--- src/rtl/chunked_adder_pkg.sv ---
// chunked_adder_pkg: shared state encoding and operation-mode constants
// for the chunked adder/subtractor and its chunk adder.
package chunked_adder_pkg;

    typedef enum logic [1:0] {
        IDLE = 2'd0,
        RUN  = 2'd1,
        DONE = 2'd2
    } state_t;

    // Values of the sub input
    localparam logic ADD = 1'b0;
    localparam logic SUB = 1'b1;

    // Values of the is_signed input
    localparam logic UNSIGNED = 1'b0;
    localparam logic SIGNED   = 1'b1;

endpackage

--- src/rtl/chunked_adder_chunk_add.sv ---
// chunk_add: CHUNK-bit combinational adder slice. Besides the sum and the
// carry out it reports the carry into its top bit, which the parent needs
// for the two's-complement overflow rule.
module chunk_add #(
    parameter int CHUNK = 4
) (
    input  logic [CHUNK-1:0] a,
    input  logic [CHUNK-1:0] b,
    input  logic             cin,
    output logic [CHUNK-1:0] sum,
    output logic             cout,
    output logic             c_msb
);

    logic [CHUNK:0] total;

    assign total = {1'b0, a} + {1'b0, b} + {{CHUNK{1'b0}}, cin};
    assign sum   = total[CHUNK-1:0];
    assign cout  = total[CHUNK];
    // The sum bit at the top is a ^ b ^ carry-in, so the carry into the top
    // bit falls out without a second adder (also holds for CHUNK == 1).
    assign c_msb = total[CHUNK-1] ^ a[CHUNK-1] ^ b[CHUNK-1];

endmodule

--- src/rtl/chunked_adder.sv ---
// chunked_adder: multi-cycle WIDTH-bit adder/subtractor that works CHUNK
// bits per clock, LSB chunk first, behind valid/ready handshakes.
// Optional feature macro: CHUNKED_ADDER_SAT_EN saturates the result when
// overflow is flagged; without it the result wraps modulo 2^WIDTH.
module chunked_adder
    import chunked_adder_pkg::*;
#(
    parameter int WIDTH = 16,
    parameter int CHUNK = 4
) (
    input  logic             clk,
    input  logic             rst_n,
    input  logic             in_valid,
    output logic             in_ready,
    input  logic [WIDTH-1:0] in1,
    input  logic [WIDTH-1:0] in2,
    input  logic             sub,
    input  logic             is_signed,
    output logic             out_valid,
    input  logic             out_ready,
    output logic [WIDTH-1:0] out,
    output logic             overflow,
    output logic             carry
);

    localparam int NCHUNK = WIDTH / CHUNK;
    localparam int IDX_W  = (NCHUNK > 1) ? $clog2(NCHUNK) : 1;
    localparam logic [IDX_W-1:0] LAST_IDX = IDX_W'(NCHUNK - 1);

    state_t           state_q, state_d;
    logic [WIDTH-1:0] aOp_q, aOp_d;
    logic [WIDTH-1:0] bOp_q, bOp_d;
    logic [WIDTH-1:0] res_q, res_d;
    logic [IDX_W-1:0] idx_q, idx_d;
    logic             runCarry_q, runCarry_d;
    logic             sub_q, sub_d;
    logic             signed_q, signed_d;
    logic [WIDTH-1:0] out_q, out_d;
    logic             carryOut_q, carryOut_d;
    logic             overflow_q, overflow_d;

    logic [CHUNK-1:0] aView [NCHUNK];
    logic [CHUNK-1:0] bView [NCHUNK];
    logic [CHUNK-1:0] sumChunk;
    logic             chunkCout;
    logic             chunkCMsb;
    logic [WIDTH-1:0] resMerged;
    logic [WIDTH-1:0] finalResult;
    logic             ovfNext;

    for (genvar k = 0; k < NCHUNK; k++) begin : g_view
        assign aView[k] = aOp_q[k*CHUNK +: CHUNK];
        assign bView[k] = bOp_q[k*CHUNK +: CHUNK];
    end

    chunk_add #(
        .CHUNK (CHUNK)
    ) u_chunk_add (
        .a     (aView[idx_q]),
        .b     (bView[idx_q]),
        .cin   (runCarry_q),
        .sum   (sumChunk),
        .cout  (chunkCout),
        .c_msb (chunkCMsb)
    );

    // Result register with the current chunk's sum dropped into its slot
    always_comb begin
        resMerged = res_q;
        for (int k = 0; k < NCHUNK; k++) begin
            if (IDX_W'(k) == idx_q) begin
                resMerged[k*CHUNK +: CHUNK] = sumChunk;
            end
        end
    end

    // Overflow as seen on the last chunk; only loaded into overflow_q then
    assign ovfNext = (signed_q == SIGNED)  ? (chunkCMsb ^ chunkCout) :
                     (sub_q == ADD)        ? chunkCout : !chunkCout;

`ifdef CHUNKED_ADDER_SAT_EN
    // Clamp to the nearest representable bound when the result overflowed
    always_comb begin
        finalResult = resMerged;
        if (ovfNext) begin
            if (signed_q == UNSIGNED) begin
                finalResult = (sub_q == SUB) ? '0 : '1;
            end else if (aOp_q[WIDTH-1]) begin
                finalResult = {1'b1, {(WIDTH-1){1'b0}}};
            end else begin
                finalResult = {1'b0, {(WIDTH-1){1'b1}}};
            end
        end
    end
`else
    assign finalResult = resMerged;
`endif

    // Next-state and datapath update for IDLE -> RUN -> DONE
    always_comb begin
        state_d    = state_q;
        aOp_d      = aOp_q;
        bOp_d      = bOp_q;
        res_d      = res_q;
        idx_d      = idx_q;
        runCarry_d = runCarry_q;
        sub_d      = sub_q;
        signed_d   = signed_q;
        out_d      = out_q;
        carryOut_d = carryOut_q;
        overflow_d = overflow_q;
        case (state_q)
            IDLE: begin
                if (in_valid) begin
                    aOp_d      = in1;
                    bOp_d      = in2 ^ {WIDTH{sub}};
                    sub_d      = sub;
                    signed_d   = is_signed;
                    runCarry_d = (sub == SUB);
                    idx_d      = '0;
                    state_d    = RUN;
                end
            end
            RUN: begin
                res_d      = resMerged;
                runCarry_d = chunkCout;
                if (idx_q == LAST_IDX) begin
                    out_d      = finalResult;
                    carryOut_d = chunkCout;
                    overflow_d = ovfNext;
                    state_d    = DONE;
                end else begin
                    idx_d = idx_q + 1'b1;
                end
            end
            DONE: begin
                if (out_ready) begin
                    state_d = IDLE;
                end
            end
            default: begin
                state_d = IDLE;
            end
        endcase
    end

    // State and datapath registers; reset aborts any operation in flight
    always_ff @(posedge clk or negedge rst_n) begin
        if (!rst_n) begin
            state_q    <= IDLE;
            aOp_q      <= '0;
            bOp_q      <= '0;
            res_q      <= '0;
            idx_q      <= '0;
            runCarry_q <= 1'b0;
            sub_q      <= 1'b0;
            signed_q   <= 1'b0;
            out_q      <= '0;
            carryOut_q <= 1'b0;
            overflow_q <= 1'b0;
        end else begin
            state_q    <= state_d;
            aOp_q      <= aOp_d;
            bOp_q      <= bOp_d;
            res_q      <= res_d;
            idx_q      <= idx_d;
            runCarry_q <= runCarry_d;
            sub_q      <= sub_d;
            signed_q   <= signed_d;
            out_q      <= out_d;
            carryOut_q <= carryOut_d;
            overflow_q <= overflow_d;
        end
    end

    assign in_ready  = (state_q == IDLE);
    assign out_valid = (state_q == DONE);
    assign out       = out_q;
    assign carry     = carryOut_q;
    assign overflow  = overflow_q;

endmodule
--- config.mk ---
export PLATFORM = sky130hd
export DESIGN_NAME = chunked_adder
export DESIGN_NICKNAME = d
export VERILOG_FILES = /design/src/rtl/chunked_adder_pkg.sv /design/src/rtl/chunked_adder_chunk_add.sv /design/src/rtl/chunked_adder.sv
export SDC_FILE = /design/constraint.sdc
export NUM_CORES = 1
export LEC_CHECK = 0
export CAP_MARGIN = 25
export CORE_MARGIN = 5
export CORE_UTILIZATION = 55
export CTS_CLUSTER_SIZE = 8
export DETAILED_ROUTE_END_ITERATION = 10
export GPL_TIMING_DRIVEN = 0
export PLACE_DENSITY = 0.82
export SLEW_MARGIN = 30
export SYNTH_ARGS = -nofsm -noshare
export SYNTH_HDL_FRONTEND = slang
export SYNTH_HIERARCHICAL = 1
export SYNTH_SLANG_ARGS = --single-unit
--- constraint.sdc ---
create_clock -name clk -period 4.1 [get_ports clk]
set_clock_uncertainty 0.1 [all_clocks]
set_input_delay 0.82 -clock clk [delete_from_list [all_inputs] [get_ports clk]]
set_output_delay 0.82 -clock clk [all_outputs]
set_load 0.02 [all_outputs]
==> impl_metrics.toml, run 1 <==
[run_status]
outcome = "finished clean"

[sta]
slew_headroom_pct = 46.7
rsz0062_at_grt = "false"
final.min_clock_period_ns = 3.04
maxSlewViolCount = 0
setup_ws_ns = 1.06
finalSetupViolCount = 0
hold_violations = 0
fmax_ghz = 0.329
worst_pin_slew_ns = 0.794
post-route-period-util_pct = 74.2

[worst_setup_path]
critPathMaxFanout = 10
crit_path_end_kind = "register"
startpoint = "idx_q[1]"
path_class = "reg2reg"
cp.required_ns = 4.26
slowest_delay_ns = 0.65
path_cells = "clkbuf_1 -> mux4_2 -> fa_1 -> inv_1 -> fa_1 -> xnor2_1 -> mux2i_1 -> o21ai_0"
crit_arrival_ns = 3.21
cp_common_cell = "fa_1"
cp_slowest_cell = "xnor2_1"
timing.rr.start = "idx_q[1]"
start_kind = "register"

[yosys]
seq_area_frac_synth_pct = 50.2
yosys_most_used_dff = "dfrtp_1"
synth_edf_count = 0
ys_seq_elements = 69
yosys.area.top_type = "dfrtp_1"
netlist_instances = 266
yosys_warnings = 6
async_reset_ff_share_pct = 100
synth_area_leaders = "dfrtp_1, mux2_4, mux2_2"
avgSynthCellArea_um2 = 12.9
syn_nets = 313
synth_top_area_share_pct = 50.2
synthDistinctLibCells = 32
syn_area_um2 = 3440

[die]
die_y_um = 89.1
chipWidth_um = 89.1
rows = 28
io_pins = 58
dieArea_um2 = 7940
initial_core_util_pct = 57.4
core_um2 = 5990

[pwr]
cellLeakagePower_uw = 0.00190
p_comb_share_pct = 59.5
switching_power_uw = 1760
p_int_uw = 2600
power_uw = 4360
p_clk_share_pct = 12.6
p_seq_share_pct = 27.9
power_density_nw_per_um2 = 1010
swShare_pct = 40.3
ir_drop_uv = 674

[clocking]
holdBufCountCts = 0
cts.sinks = 69
clkLatencyLatePin_ns = 0.34
ctsHtreeMaxLevel = 3
cts_buffers = 9
cts_resized = 0
cts_tree = "done"
post_cts_buffers = 0
clk_pin_slew_ns = 0.07
clockBufferDepth = 2
cts-root-buf = "clkbuf_8"

[detailed_routing]
drcViolationCount = 0
wl_per_cell_um = 16.6
drt_first_pass_iters = 4
drt-total-wl_mm = 6.87
vias = 2226
drt-vias-per-instance = 5.38
drt_iter0_drc = 66
ant_nets = 0

[placed_design]
dpl-instance-area_um2 = 4120
hpwl_mm = 5.06
globalplace.congestion = 0.755
dp_slack_ns = 1.06
numPortBuffers = 56
dp.cells = 398

[hold_path]
hold_path.class = "in2async"

[grt]
grt_pass1_vias = 2334
grt-ovfl-total = 0
grt_pass1_wl_mm = 11.2
grt_max_degree = 52
track_usage_pct = 19.0
antenna_found_initial = 0

[cells_and_area]
area_growth_pct = 25.3
nFillCells = 426
final_cell_mix = "dfrtp_1, clkdlybuf4s50_1, xnor2_1"
mostFrequentLayoutCell = "dfrtp_1"
finalNonFillerCells = 414
drive_above_1_share_pct = 23.6
design_area_um2 = 4310
diodes = 0
num-nets-final = 381

[job]
drv_cap = 0
stage by stage:
step | hold slack (ns) | setup TNS, ns | utilization [%]
final | 0.246 | 0 | 72.0
after global routing | 0.259 | 0 | 72.0
after CTS | 0.242 | 0 | 72.0
after detailed placement | 0.369 | 0 | 68.8
after global placement | 0.360 | -10.76 | 68.4
after floorplan | 0.352 | 0 | -
worst paths after layout:
check,endpoint,slack (ns),depth (start not counted)
worst min-delay path,out[6],0.25,1
max in group asynchronous,aOp_q[7],3.11,2
min in group clk,overflow,0.38,2
worst min register to register,overflow,0.38,2
worst max-delay path,out[2],1.06,8
worst max register to register,out[2],1.06,8
synth_stat cells, types with 2 or more instances:
library cell	n
mux4_2	8
xnor2_1	21
nand2_4	3
buf_2	4
ha_1	7
mux2_4	15
a21oi_1	16
mux2_1	2
buf_6	4
inv_1	8
nor2_1	20
a22o_1	3
mux2_2	18
o21ai_0	17
buf_4	7
mux2i_1	14
fa_1	2
nor2b_1	2
clkbuf_1	2
nand2_1	13
dfrtp_1	69
power groups by stage:
stage | registers, uW | logic (uW) | clock network (uW)
2_1_floorplan | 1270 | 1820 | 0
3_3_place_gp | 1210 | 2480 | 0
3_5_place_dp | 1230 | 2590 | 0
4_1_cts | 1220 | 2610 | 559
5_1_grt | 1250 | 2810 | 583
6_report | 1220 | 2590 | 549
logic make-up (layout without fill, tap and decap cells):
kind of cell    Yosys count  in the layout  share of synthesized area [%]
flops                    69             69                           50.2
mux                      57             57                           22.4
simple gates             43             43                           6.73
compound gates           41             41                           6.87
buf+inv                  25             98                           4.51
xor+xnor                 22             22                           5.60
fa+ha+maj                 9              9                           3.71
flip-flops by register name, summed over array words and instances, names as in the netlist:
register / count
sub_q: 1
overflow: 1
state_q: 2
bOp_q: 16
idx_q: 2
runCarry_q: 1
res_q: 12
out: 16
aOp_q: 16
carry: 1
signed_q: 1
metal layers:
| metal | global-route usage (%) | routed length (um) | up-vias |
|---|---|---|---|
| met1 | 23.3 | 2760 | 1112 |
| met3 | 2.95 | 365 | 11 |
| li1 | - | - | 1047 |
| met4 | 9.74 | 148 | 0 |
| met2 | 32.6 | 3600 | 56 |
| met5 | 0 | 0 | - |
cell type report:
type,instances,area (um2),area share (%)
buffer,17,125,2.90
clock buffer,11,141,3.28
clock inverter,5,50.0,1.16
inverter,8,30.0,0.696
multi-input combinational,172,1560,36.2
sequential,69,1730,40.0
tap,75,93.8,2.18
timing repair buffer,57,586,13.6
critical path: cells and delay by family, from the launching register on:
kind                       cells  cell delay [ns]
muxes                          2             0.51
DFF                            1             0.39
buffers and inverters          2             0.53
xor gates and xnor gates       1             0.65
adders and majority gates      2             0.59
AOI/OAI and AO/OA              1             0.19
No activity file was read; power rests on OpenSTA's default activity.
==> run 2: changes to the inputs <==
CORE_UTILIZATION = 53   (was 55)
PLACE_DENSITY = 0.8   (was 0.82)
clock period = 3.1 ns   (was 4.1 ns; I/O delays follow)
==> impl_metrics.toml, run 2 (synthesis gave the netlist of run 1 again) <==
[hold_path]
hold_path.class = "in2async"

[die]
chipWidth_um = 90.6
die_y_um = 90.6
core_um2 = 6350
io_pins = 58
dieArea_um2 = 8200
initial_core_util_pct = 54.2
rows = 29

[cells_and_area]
diodes = 0
num-nets-final = 381
final_cell_mix = "dfrtp_1, clkdlybuf4s50_1, nor2_1"
mostFrequentLayoutCell = "dfrtp_1"
drive_above_1_share_pct = 24.5
post-route-util_pct = 69.2
area_growth_pct = 27.7
nFillCells = 470

[job]
drv_cap = 0

[worst_setup_path]
crit_path_end_kind = "register"
reg2reg_to = "overflow"
startpoint = "idx_q[0]"
start_kind = "register"
path_class = "reg2reg"
critPathMaxFanout = 10
crit_arrival_ns = 3.01
endpoint = "overflow"
cp.required_ns = 3.22
timing.rr.start = "idx_q[0]"
ff2ff_path_depth = 9
rrSetupSlack_ns = 0.21

[grt]
antenna_found_initial = 0
track_usage_pct = 17.3
grt_pass1_wl_mm = 11.3
grt-ovfl-total = 0
grt_max_degree = 37
grt_pass1_vias = 2358

[sta]
worst_pin_slew_ns = 0.443
finalSetupViolCount = 0
hold_violations = 0
fmax_ghz = 0.346
slew_headroom_pct = 70.5
rsz0062_at_grt = "false"
final.min_clock_period_ns = 2.89
maxSlewViolCount = 0
setup_ws_ns = 0.213
post-route-period-util_pct = 93.1

[placed_design]
globalplace.congestion = 0.723
hpwl_mm = 4.94
numPortBuffers = 56
dp_slack_ns = 0.0226

[detailed_routing]
vias = 2208
drt_iter0_drc = 69
ant_nets = 0
wl_per_cell_um = 15.8
drcViolationCount = 0
drt-total-wl_mm = 6.56
drt-vias-per-instance = 5.31
drt_first_pass_iters = 4

[clocking]
cts-root-buf = "clkbuf_8"
cts.sinks = 69
ctsHtreeMaxLevel = 3
clk_pin_slew_ns = 0.07
clkLatencyLatePin_ns = 0.34
cts_buffers = 9
post_cts_buffers = 0
cts_tree = "done"
clockBufferDepth = 2

[pwr]
cellLeakagePower_uw = 0.00194
ir_drop_uv = 770
power_uw = 5970
power_density_nw_per_um2 = 1360

[run_status]
outcome = "finished clean"
run 2: cell count changes in the layout (fill, tap and decap cells not counted), moves of 2 or more:
| cell | before | now |
|---|---|---|
| clkbuf_8 | 10 | 12 |
| bufinv_16 | 1 | 3 |
| clkinv_2 | 4 | 0 |
| xnor2_1 | 21 | 19 |
| xnor2_2 | 0 | 2 |
run 2: metal layers:
layer | share of wire, % | GRT usage [%] | vias to the layer above
met1 | 42 | 20.6 | 1092
met5 | 0 | 0 | -
met2 | 52 | 29.9 | 57
met3 | 5.4 | 5.83 | 6
met4 | 0.96 | 4.09 | 0
li1 | - | - | 1053
run 2: metrics by stage:
stage / TNS, ns / hold slack [ns] / std cells / instance area, um2
floorplan: 0 / 0.224 / 266 / 3440
global placement: -64.38 / 0.362 / 399 / 4100
detailed placement: 0 / 0.370 / 400 / 4120
CTS: 0 / 0.126 / 416 / 4370
global route: 0 / 0.139 / 416 / 4390
finish: 0 / 0.120 / 416 / 4390
run 2: how the worst min path moves through the flow:
| stage | to | startpoint | slack [ns] |
|---|---|---|---|
| 3_5_place_dp | out[5] | out[5] | 0.37 |
| 6_report | out[6] | rst_n | 0.12 |
| 3_3_place_gp | out[4] | out[4] | 0.36 |
| 2_1_floorplan | aOp_q[0] | rst_n | 0.22 |
| 4_1_cts | out[4] | rst_n | 0.13 |
| 5_1_grt | out[7] | rst_n | 0.14 |
run 2: area by class of cell:
type / instances / area (um2) / share of cell area [%]
inverter: 8 / 30.0 / 0.684
sequential: 69 / 1730 / 39.3
clock buffer: 13 / 169 / 3.85
multi-input combinational: 172 / 1570 / 35.8
buffer: 17 / 129 / 2.93
tap: 77 / 96.3 / 2.19
clock inverter: 3 / 90.1 / 2.05
timing repair buffer: 57 / 578 / 13.2
run 2: worst max-delay path: stages, from the launching register on:
cell and delay (ns):
dfrtp_1 0.41, buf_4 0.25, mux4_2 0.56, fa_1 0.46, a21o_1 0.22, a21oi_4 0.20, xnor2_1 0.09, mux2i_1 0.18
xor2_1 0.20, o21ai_0 0.09
run 2: where the power goes:
part / internal [uW] / switching, uW
clock network: 601 / 320
logic: 1750 / 1700
registers: 1360 / 239
run 2: what timing repair did:
| action | CTS | global route |
|---|---|---|
| setup endpoints to repair | 0 | 18 |
| hold buffers | 0 | 0 |
| gates resized for setup | 0 | 6 |
==> run 3: changes to the inputs <==
SYNTH_HIERARCHICAL = unset   (was 1)
==> impl_metrics.toml, run 3 <==
[worst_setup_path]
critPathMaxFanout = 6
rrSetupSlack_ns = 0.15
cp.required_ns = 3.26
path_class = "reg2reg"
start_kind = "register"
crit_arrival_ns = 3.11
reg2reg_to = "overflow"
crit_path_end_kind = "register"
timing.rr.start = "idx_q[0]"
ff2ff_path_depth = 9

[grt]
grt_pass1_vias = 2483
track_usage_pct = 19.1
grt_pass1_wl_mm = 11.5
antenna_found_initial = 0
grt_max_degree = 39
grt-ovfl-total = 0

[yosys]
seq_area_frac_synth_pct = 51.6
synth_commonest_cells = "dfrtp_1, nand2_1, nor2_1"
avgSynthCellArea_um2 = 11.4
syn_area_um2 = 3350
yosys_most_used_dff = "dfrtp_1"
synth_area_leaders = "dfrtp_1, mux4_1, xnor2_1"
yosys_warnings = 0
synth_top_area_share_pct = 51.6
synthDistinctLibCells = 37
ys_seq_elements = 69
yosys.area.top_type = "dfrtp_1"
async_reset_ff_share_pct = 100
syn_nets = 341
netlist_instances = 294
synth_most_common_cell = "dfrtp_1"
synth_edf_count = 0

[pwr]
power_density_nw_per_um2 = 1310
cellLeakagePower_uw = 0.00182
power_uw = 5540
ir_drop_uv = 694

[die]
initial_core_util_pct = 53.7
chipWidth_um = 89.5
core_um2 = 6240
die_y_um = 89.5
io_pins = 58
rows = 29
dieArea_um2 = 8010

[job]
drv_cap = 0

[sta]
maxSlewViolCount = 0
fmax_ghz = 0.339
tns_ns = 0
final.min_clock_period_ns = 2.95
worst_pin_slew_ns = 0.632
setup_ws_ns = 0.153
post-route-period-util_pct = 95.1
hold_violations = 0
slew_headroom_pct = 57.5
finalSetupViolCount = 0
rsz0062_at_grt = "false"

[clocking]
cts_tree = "done"
clkLatencyLatePin_ns = 0.35
cts.sinks = 69
clockBufferDepth = 2
cts_buffers = 9
clk_pin_slew_ns = 0.07
ctsHtreeMaxLevel = 3
cts-root-buf = "clkbuf_8"
holdBufCountCts = 0

[cells_and_area]
drive_above_1_share_pct = 14.9
diodes = 0
final_cell_mix = "dfrtp_1, clkdlybuf4s50_1, nand2_1"
post-route-util_pct = 68.1
area_growth_pct = 26.8
mostFrequentLayoutCell = "dfrtp_1"
finalNonFillerCells = 447
nFillCells = 506
num-nets-final = 413

[placed_design]
dp_slack_ns = -0.282
numPortBuffers = 56
hpwl_mm = 4.99
globalplace.congestion = 0.829
dp.cells = 428

[detailed_routing]
drt_first_pass_iters = 4
drt_iter0_drc = 66
drt-vias-per-instance = 5.34
ant_nets = 0
drcViolationCount = 0
vias = 2388
wl_per_cell_um = 15.2
drt-total-wl_mm = 6.78

[run_status]
outcome = "finished clean"

[hold_path]
hold_path.class = "in2async"
run 3: cell count changes in the layout (fill, tap and decap cells not counted), moves of 5 or more:
cell      change
mux2_2        -5
clkbuf_1      +8
o21ai_1      +13
mux2_4       -15
mux2_1       +10
a21oi_1       +5
nand2_1      +23
run 3: layer usage:
| metal | share of wire [%] | GRT usage (%) | vias to the layer above |
|---|---|---|---|
| met5 | 0 | 0 | - |
| met1 | 42 | 23.3 | 1168 |
| met3 | 5.5 | 5.35 | 11 |
| li1 | - | - | 1155 |
| met4 | 1.6 | 7.58 | 0 |
| met2 | 51 | 31.9 | 54 |
run 3: how the worst max path moves through the flow:
stage | from | end | slack [ns] | cells after the start
after floorplan | idx_q[0] | overflow | 0.08 | 9
after global placement | rst_n | aOp_q[7] | -0.93 | 1
after detailed placement | idx_q[0] | overflow | -0.28 | 9
after CTS | idx_q[0] | overflow | 0.02 | 9
after global routing | idx_q[0] | overflow | 0.01 | 9
final | idx_q[0] | overflow | 0.15 | 9
run 3: critical path, stage by stage (launching register included):
cell and delay (ns):
dfrtp_1 0.39, buf_6 0.16, mux4_2 0.55, fa_2 0.41, fa_2 0.37, a21o_1 0.22, a21oi_4 0.22, xor2_1 0.10
o21a_1 0.17, a31oi_1 0.16
run 3: kinds of logic after synthesis:
group | Yosys count | synth area share [%]
compound gates | 60 | 9.94
xor+xnor | 19 | 4.97
fa+ha+maj | 9 | 3.81
buf+inv | 24 | 3.51
flops | 69 | 51.6
mux | 43 | 17.4
simple gates | 70 | 8.78
run 3: final cells by class:
cell class	count	area (um2)	area share (%)
plain buffers	18	95.1	2.24
clock buffers	14	173	4.06
clock inverters	1	5.00	0.118
inverters	6	22.5	0.530
multi-input cells	201	1520	35.8
flip-flops and latches	69	1730	40.6
well taps	77	96.3	2.27
repair buffers	61	608	14.3
run 3: power by group:
part           internal [uW]  switching [uW]  total (uW)
clock                    351             312         663
combinational           1510            1790        3290
sequential              1350             233        1590
run 3: repair_timing:
action / in CTS / in global routing
endpoints found under the setup margin: 6 / 6
endpoints found under the hold margin: 0 / 0
buffers inserted: 1 / 3
pin swaps: 1 / 1
gates resized for setup: 4 / 3
run 3: per-stage QoR:
stage               cell area (um2)  hold WS, ns
floorplan                      3350        0.224
global placement               4010        0.355
detailed placement             4020        0.366
CTS                            4210        0.108
global route                   4250        0.131
finish                         4250        0.105
